===== config.mk =====
export PLATFORM = sky130hd
export DESIGN_NAME = light_scheduler
export DESIGN_NICKNAME = d
export VERILOG_FILES = /design/src/rtl/light_scheduler.sv
export SDC_FILE = /design/constraint.sdc
export NUM_CORES = 1
export LEC_CHECK = 0
export CORE_UTILIZATION = 60
export DETAILED_ROUTE_END_ITERATION = 8
export DONT_BUFFER_PORTS = 1
export GPL_TIMING_DRIVEN = 1
export PLACE_DENSITY = 0.77
export SYNTH_ARGS = -nofsm -noshare
export SYNTH_HDL_FRONTEND = slang
export SYNTH_SLANG_ARGS = --single-unit

===== constraint.sdc =====
create_clock -name clk -period 3 [get_ports clk]
set_clock_uncertainty 0.1 [all_clocks]
set_input_delay 0.45 -clock clk [delete_from_list [all_inputs] [get_ports clk]]
set_output_delay 0.45 -clock clk [all_outputs]
set_load 0.005 [all_outputs]

===== src/rtl/light_scheduler.sv =====
`timescale 1ns/1ps
// light_scheduler
//
// Two-road traffic light controller with an optional pedestrian walk phase.
// Road A is the rest road: it holds green until road B or a pedestrian asks
// for service. Every phase change goes through yellow and then all-red
// clearance. An elapsed-tick counter times each phase.
//
// Parameters
//   GREEN_MIN  minimum green duration, ticks
//   GREEN_MAX  green duration after which a green yields to a pending request
//   YELLOW_T   yellow duration, ticks
//   ALLRED_T   all-red clearance duration, ticks
//   WALK_T     pedestrian walk duration, ticks
//   TW         elapsed-counter width
//
// Ports
//   clk      in   single clock, rising edge
//   reset    in   synchronous, active-high reset
//   tick     in   one-cycle timebase enable
//   SA       in   road A vehicle sensor
//   SB       in   road B vehicle sensor
//   ped_btn  in   pedestrian request
//   LA       out  road A lamp: green 3'b100, yellow 3'b110, red 3'b111
//   LB       out  road B lamp, same encoding
//   walk     out  pedestrian walk lamp
//   phase    out  current state code
//
// Build option
//   LIGHT_SCHEDULER_PED_EN  when defined, enables the pedestrian request and
//   walk phase. When undefined, ped_btn is ignored, the walk phase can never
//   be entered and walk is tied low.
//
// state     | meaning
// ----------+---------------------------------------------------
// A_GRN     | road A green, B red (rest state)
// A_YEL     | road A yellow, B red
// ALLRED_AB | clearance after A, heading to B (or walk)
// B_GRN     | road B green, A red
// B_YEL     | road B yellow, A red
// ALLRED_BA | clearance after B, heading to A (or walk)
// PED_WALK  | both roads red, walk lamp lit

module light_scheduler #(
    parameter int GREEN_MIN = 8,
    parameter int GREEN_MAX = 32,
    parameter int YELLOW_T  = 3,
    parameter int ALLRED_T  = 2,
    parameter int WALK_T    = 6,
    parameter int TW        = 8
) (
    input  logic       clk,
    input  logic       reset,
    input  logic       tick,
    input  logic       SA,
    input  logic       SB,
    input  logic       ped_btn,
    output logic [2:0] LA,
    output logic [2:0] LB,
    output logic       walk,
    output logic [2:0] phase
);

    typedef enum logic [2:0] {
        A_GRN     = 3'd0,
        A_YEL     = 3'd1,
        ALLRED_AB = 3'd2,
        B_GRN     = 3'd3,
        B_YEL     = 3'd4,
        ALLRED_BA = 3'd5,
        PED_WALK  = 3'd6
    } state_t;

    localparam logic [2:0] LAMP_GRN = 3'b100;
    localparam logic [2:0] LAMP_YEL = 3'b110;
    localparam logic [2:0] LAMP_RED = 3'b111;

    localparam logic [TW-1:0] GMIN_T  = TW'(GREEN_MIN);
    localparam logic [TW-1:0] GMAX_T  = TW'(GREEN_MAX);
    localparam logic [TW-1:0] YEL_T   = TW'(YELLOW_T);
    localparam logic [TW-1:0] ARED_T  = TW'(ALLRED_T);
    localparam logic [TW-1:0] WLK_T   = TW'(WALK_T);

    // next_road encoding: 0 = road A, 1 = road B
    localparam logic ROAD_A = 1'b0;
    localparam logic ROAD_B = 1'b1;

    state_t        state;
    state_t        state_nxt;
    logic [TW-1:0] elapsed;
    logic [TW-1:0] elapsed_nxt;
    logic          req_b;
    logic          req_b_nxt;
    logic          req_p;
    logic          next_road;
    logic          next_road_nxt;
    logic          state_change;

    // ------------------------------------------------------------------
    // Next-state logic
    // ------------------------------------------------------------------
    always_comb begin
        state_nxt     = state;
        next_road_nxt = next_road;
        case (state)
            A_GRN: begin
                // A only gives up green when someone else is waiting
                if ((req_b && ((elapsed >= GMIN_T && !SA) || elapsed >= GMAX_T)) ||
                    (req_p && elapsed >= GMIN_T)) begin
                    state_nxt = A_YEL;
                end
            end
            A_YEL: begin
                if (elapsed == YEL_T) begin
                    state_nxt = ALLRED_AB;
                end
            end
            ALLRED_AB: begin
                if (elapsed == ARED_T) begin
                    next_road_nxt = ROAD_B;
                    state_nxt     = req_p ? PED_WALK : B_GRN;
                end
            end
            B_GRN: begin
                if ((elapsed >= GMIN_T && !SB) || elapsed >= GMAX_T) begin
                    state_nxt = B_YEL;
                end
            end
            B_YEL: begin
                if (elapsed == YEL_T) begin
                    state_nxt = ALLRED_BA;
                end
            end
            ALLRED_BA: begin
                if (elapsed == ARED_T) begin
                    next_road_nxt = ROAD_A;
                    state_nxt     = req_p ? PED_WALK : A_GRN;
                end
            end
            PED_WALK: begin
                if (elapsed == WLK_T) begin
                    state_nxt = (next_road == ROAD_B) ? B_GRN : A_GRN;
                end
            end
            default: begin
                // Unused code 7 (or any corruption) recovers to the rest state
                state_nxt = A_GRN;
            end
        endcase
    end

    assign state_change = (state_nxt != state);

    // Elapsed counter: restarts on every phase change, even on a tick cycle
    always_comb begin
        elapsed_nxt = elapsed;
        if (state_change) begin
            elapsed_nxt = '0;
        end else if (tick && (elapsed != {TW{1'b1}})) begin
            elapsed_nxt = elapsed + TW'(1);
        end
    end

    // Entry into B_GRN serves the B request, so clearing wins over a
    // simultaneous sensor hit.
    always_comb begin
        req_b_nxt = req_b;
        if (state_nxt == B_GRN && state != B_GRN) begin
            req_b_nxt = 1'b0;
        end else if (SB && state != B_GRN) begin
            req_b_nxt = 1'b1;
        end
    end

    always_ff @(posedge clk) begin
        if (reset) begin
            state     <= A_GRN;
            elapsed   <= '0;
            req_b     <= 1'b0;
            next_road <= ROAD_A;
        end else begin
            state     <= state_nxt;
            elapsed   <= elapsed_nxt;
            req_b     <= req_b_nxt;
            next_road <= next_road_nxt;
        end
    end

    // ------------------------------------------------------------------
    // Pedestrian request
    // ------------------------------------------------------------------
`ifdef LIGHT_SCHEDULER_PED_EN
    logic req_p_nxt;

    always_comb begin
        req_p_nxt = req_p;
        if (state_nxt == PED_WALK && state != PED_WALK) begin
            req_p_nxt = 1'b0;
        end else if (ped_btn) begin
            req_p_nxt = 1'b1;
        end
    end

    always_ff @(posedge clk) begin
        if (reset) begin
            req_p <= 1'b0;
        end else begin
            req_p <= req_p_nxt;
        end
    end
`else
    logic ped_btn_unused;

    assign ped_btn_unused = ped_btn;
    assign req_p          = 1'b0;
`endif

    // ------------------------------------------------------------------
    // Moore output decode
    // ------------------------------------------------------------------
    always_comb begin
        LA = LAMP_RED;
        LB = LAMP_RED;
        case (state)
            A_GRN:   LA = LAMP_GRN;
            A_YEL:   LA = LAMP_YEL;
            B_GRN:   LB = LAMP_GRN;
            B_YEL:   LB = LAMP_YEL;
            default: ;
        endcase
    end

`ifdef LIGHT_SCHEDULER_PED_EN
    assign walk = (state == PED_WALK);
`else
    assign walk = 1'b0;
`endif

    assign phase = state;

endmodule


==> impl_metrics.ini <==
[layout]
final_cell_mix = dfxtp_1 (13), nor3_1 (10), inv_1 (7)
insertedDiodeCount = 0
drive_gt1_share_pct = 14.0
num-nets-final = 117
final_common_cell = dfxtp_1
area_delta_synth_final_pct = -0.137

[synth]
ys_seq_area_share_pct = 28.6
synth.distinct_cells = 49
yosys_register_bits = 13
synthFlopType = dfxtp_1
synthCells = 110
avgSynthCellArea_um2 = 8.28
ys_warn_count = 0
syn-cell-area_um2 = 911
async_reset_ff_share_pct = 0
synth_edf_count = 0

[clocking]
clk-insertion-delay-late_ns = 0.29
htreeDepth = 1
cts_root_buffer = clkbuf_4
hold_buffers = 0
clkTransAtPathRegs_ns = 0.09
numCtsBuffers = 3
clock_sinks = 13
cts_tree = yes
post-cts-setup-buffer-count = 0
cts_resized = 0
cts.path.max_buffers = 2

[status]
outcome = finished clean

[pwr]
peakVddDrop_v = 0.000204
power_leakage_nw = 0.357
p_per_area_nw_per_um2 = 349

[sta]
finalCritPeriodShare_pct = 78.8
max_freq_mhz = 423
slew_viol_final = 0
period_minus_slack_ns = 2.36
finalSetupViolations = 0
worstMarginPinSlew_ns = 0.648
rsz0062_at_grt = false
relSlewSlack_pct = 56.6
fin_setup_tns_ns = 0
finalHoldViolations = 0
whs_ns = 0.114

[critical_path]
path_cells = inv_1, ha_1, nor4bb_1, and3_2, a311o_1, or4_1, a41oi_1
end_kind = flip-flop
worstSetupPathType = flip-flop to flip-flop
cpMaxStageDelayCell = or4_1
critical_path_required_ns = 3.10
critPathArrivalTime_ns = 2.47
cp_top_family = simple AND/OR/NAND/NOR gates
worst_path_largest_cell_delay_ns = 0.45
worstSetupStartpointType = flip-flop
crit_buf_inv = 1
crit_fanout = 4

[routing]
vias = 808
drt-total-wl_um = 1930
routedWlPerCell_um = 15.8
antenna_left = 0
drt-initial-drc-count = 22
drc = 0
viasPerCell = 6.62
drt-pass1-iter-count = 4

[floorplanning]
core-area_um2 = 1350
start_util_pct = 67.5
num_rows = 13
die_h_um = 41.0
pin_count = 16
fp.dieW_um = 41.0
die_area_um2 = 1680

[placement]
gp_congestion = 0.834
dp_hpwl_um = 1440
port_buffers = 0

[global_route]
grt_overflow_total = 0
first_global_vias = 633
grt_pass1_wl_um = 2980
grt_max_degree = 13
track_usage_pct = 28.3
antenna_found_initial = 0

[min_path]
hp-class = input pin to flip-flop

[job]
maxCapViolCount = 0
-- path summary, 6_finish.rpt --
| check | startpoint | to | slack, ns | depth (start not counted) |
|---|---|---|---|---|
| min | reset | phase[2] | 0.11 | 1 |
| min reg2reg | next_road | next_road | 0.43 | 2 |
| max | elapsed[0] | req_b | 0.64 | 7 |
| max reg2reg | elapsed[0] | req_b | 0.64 | 7 |
-- power breakdown --
group | switching (mW) | leakage (nW) | internal [mW]
Sequential | 0.00394 | 0.105 | 0.176
Combinational | 0.0124 | 0.234 | 0.00947
Clock | 0.0657 | 0.0177 | 0.0497
-- metrics by stage --
stage / instance area (um^2) / total power [mW] / util, % / worst slack [ns] / instances
detailed placement: 882 / 0.206 / 65.3 / 0.657 / 118
global route: 910 / 0.329 / 67.4 / 0.533 / 122
finish: 910 / 0.317 / 67.4 / 0.636 / 122
CTS: 910 / 0.321 / 67.4 / 0.637 / 122
global placement: 882 / 0.205 / 65.3 / 0.707 / 118
floorplan: 915 / 0.205 / - / 0.853 / 111
-- synth_stat cells, types with 2 or more instances --
master / instances / share of area (%)
o21ai_0: 5 / 2.7
and3_1: 3 / 2.1
buf_4: 3 / 2.5
xor2_1: 3 / 2.9
buf_2: 2 / 1.1
ha_1: 3 / 4.1
a21oi_1: 4 / 2.2
conb_1: 2 / 0.82
nor3_1: 10 / 5.5
nand2_1: 6 / 2.5
nand3_1: 2 / 1.1
nor2_1: 6 / 2.5
a41oi_1: 2 / 1.9
nor2b_1: 3 / 2.1
inv_1: 7 / 2.9
nand4_1: 2 / 1.4
nor4bb_1: 2 / 2.2
clkbuf_1: 2 / 0.82
dfxtp_1: 13 / 29
-- worst register-to-register path, cell delays in order (launching register included) --
cell and delay, ns:
dfxtp_1 0.40, inv_1 0.08, ha_1 0.22, nor4bb_1 0.16, and3_2 0.24, a311o_1 0.38, or4_1 0.45, a41oi_1 0.25
-- per-layer routing --
layer | wire [um] | up-vias | GRT usage, %
met5 | 0 | - | 0
met4 | 33 | 0 | 15.0
met3 | 104 | 5 | 7.07
met2 | 886 | 29 | 40.2
met1 | 903 | 375 | 38.5
li1 | - | 399 | -
-- kinds of logic (layout without fill, tap and decap cells) --
family / count (synthesis) / count (layout) / synth area share (%)
DFF: 13 / 13 / 28.6
and+or+nand+nor: 48 / 48 / 33.2
other: 2 / 3 / 0.824
buffers and inverters: 16 / 12 / 8.93
adders and majority gates: 3 / 3 / 4.12
AOI/OAI and AO/OA: 24 / 24 / 20.5
xor gates and xnor gates: 4 / 4 / 3.85
-- cell type report --
type / instances / area [um^2]
Multi-Input combinational cell: 82 / 573
Fill cell: 116 / 440
Sequential cell: 13 / 260
Inverter: 8 / 30.0
Clock buffer: 3 / 22.5
Tap cell: 15 / 18.8
Clock inverter: 1 / 5.00
-- flip-flops by register name (all words and copies together), names as in the netlist --
| name | flops |
|---|---|
| phase | 3 |
| elapsed | 8 |
| req_b | 1 |
| next_road | 1 |
Note: power is estimated with default switching activity, not from simulation.
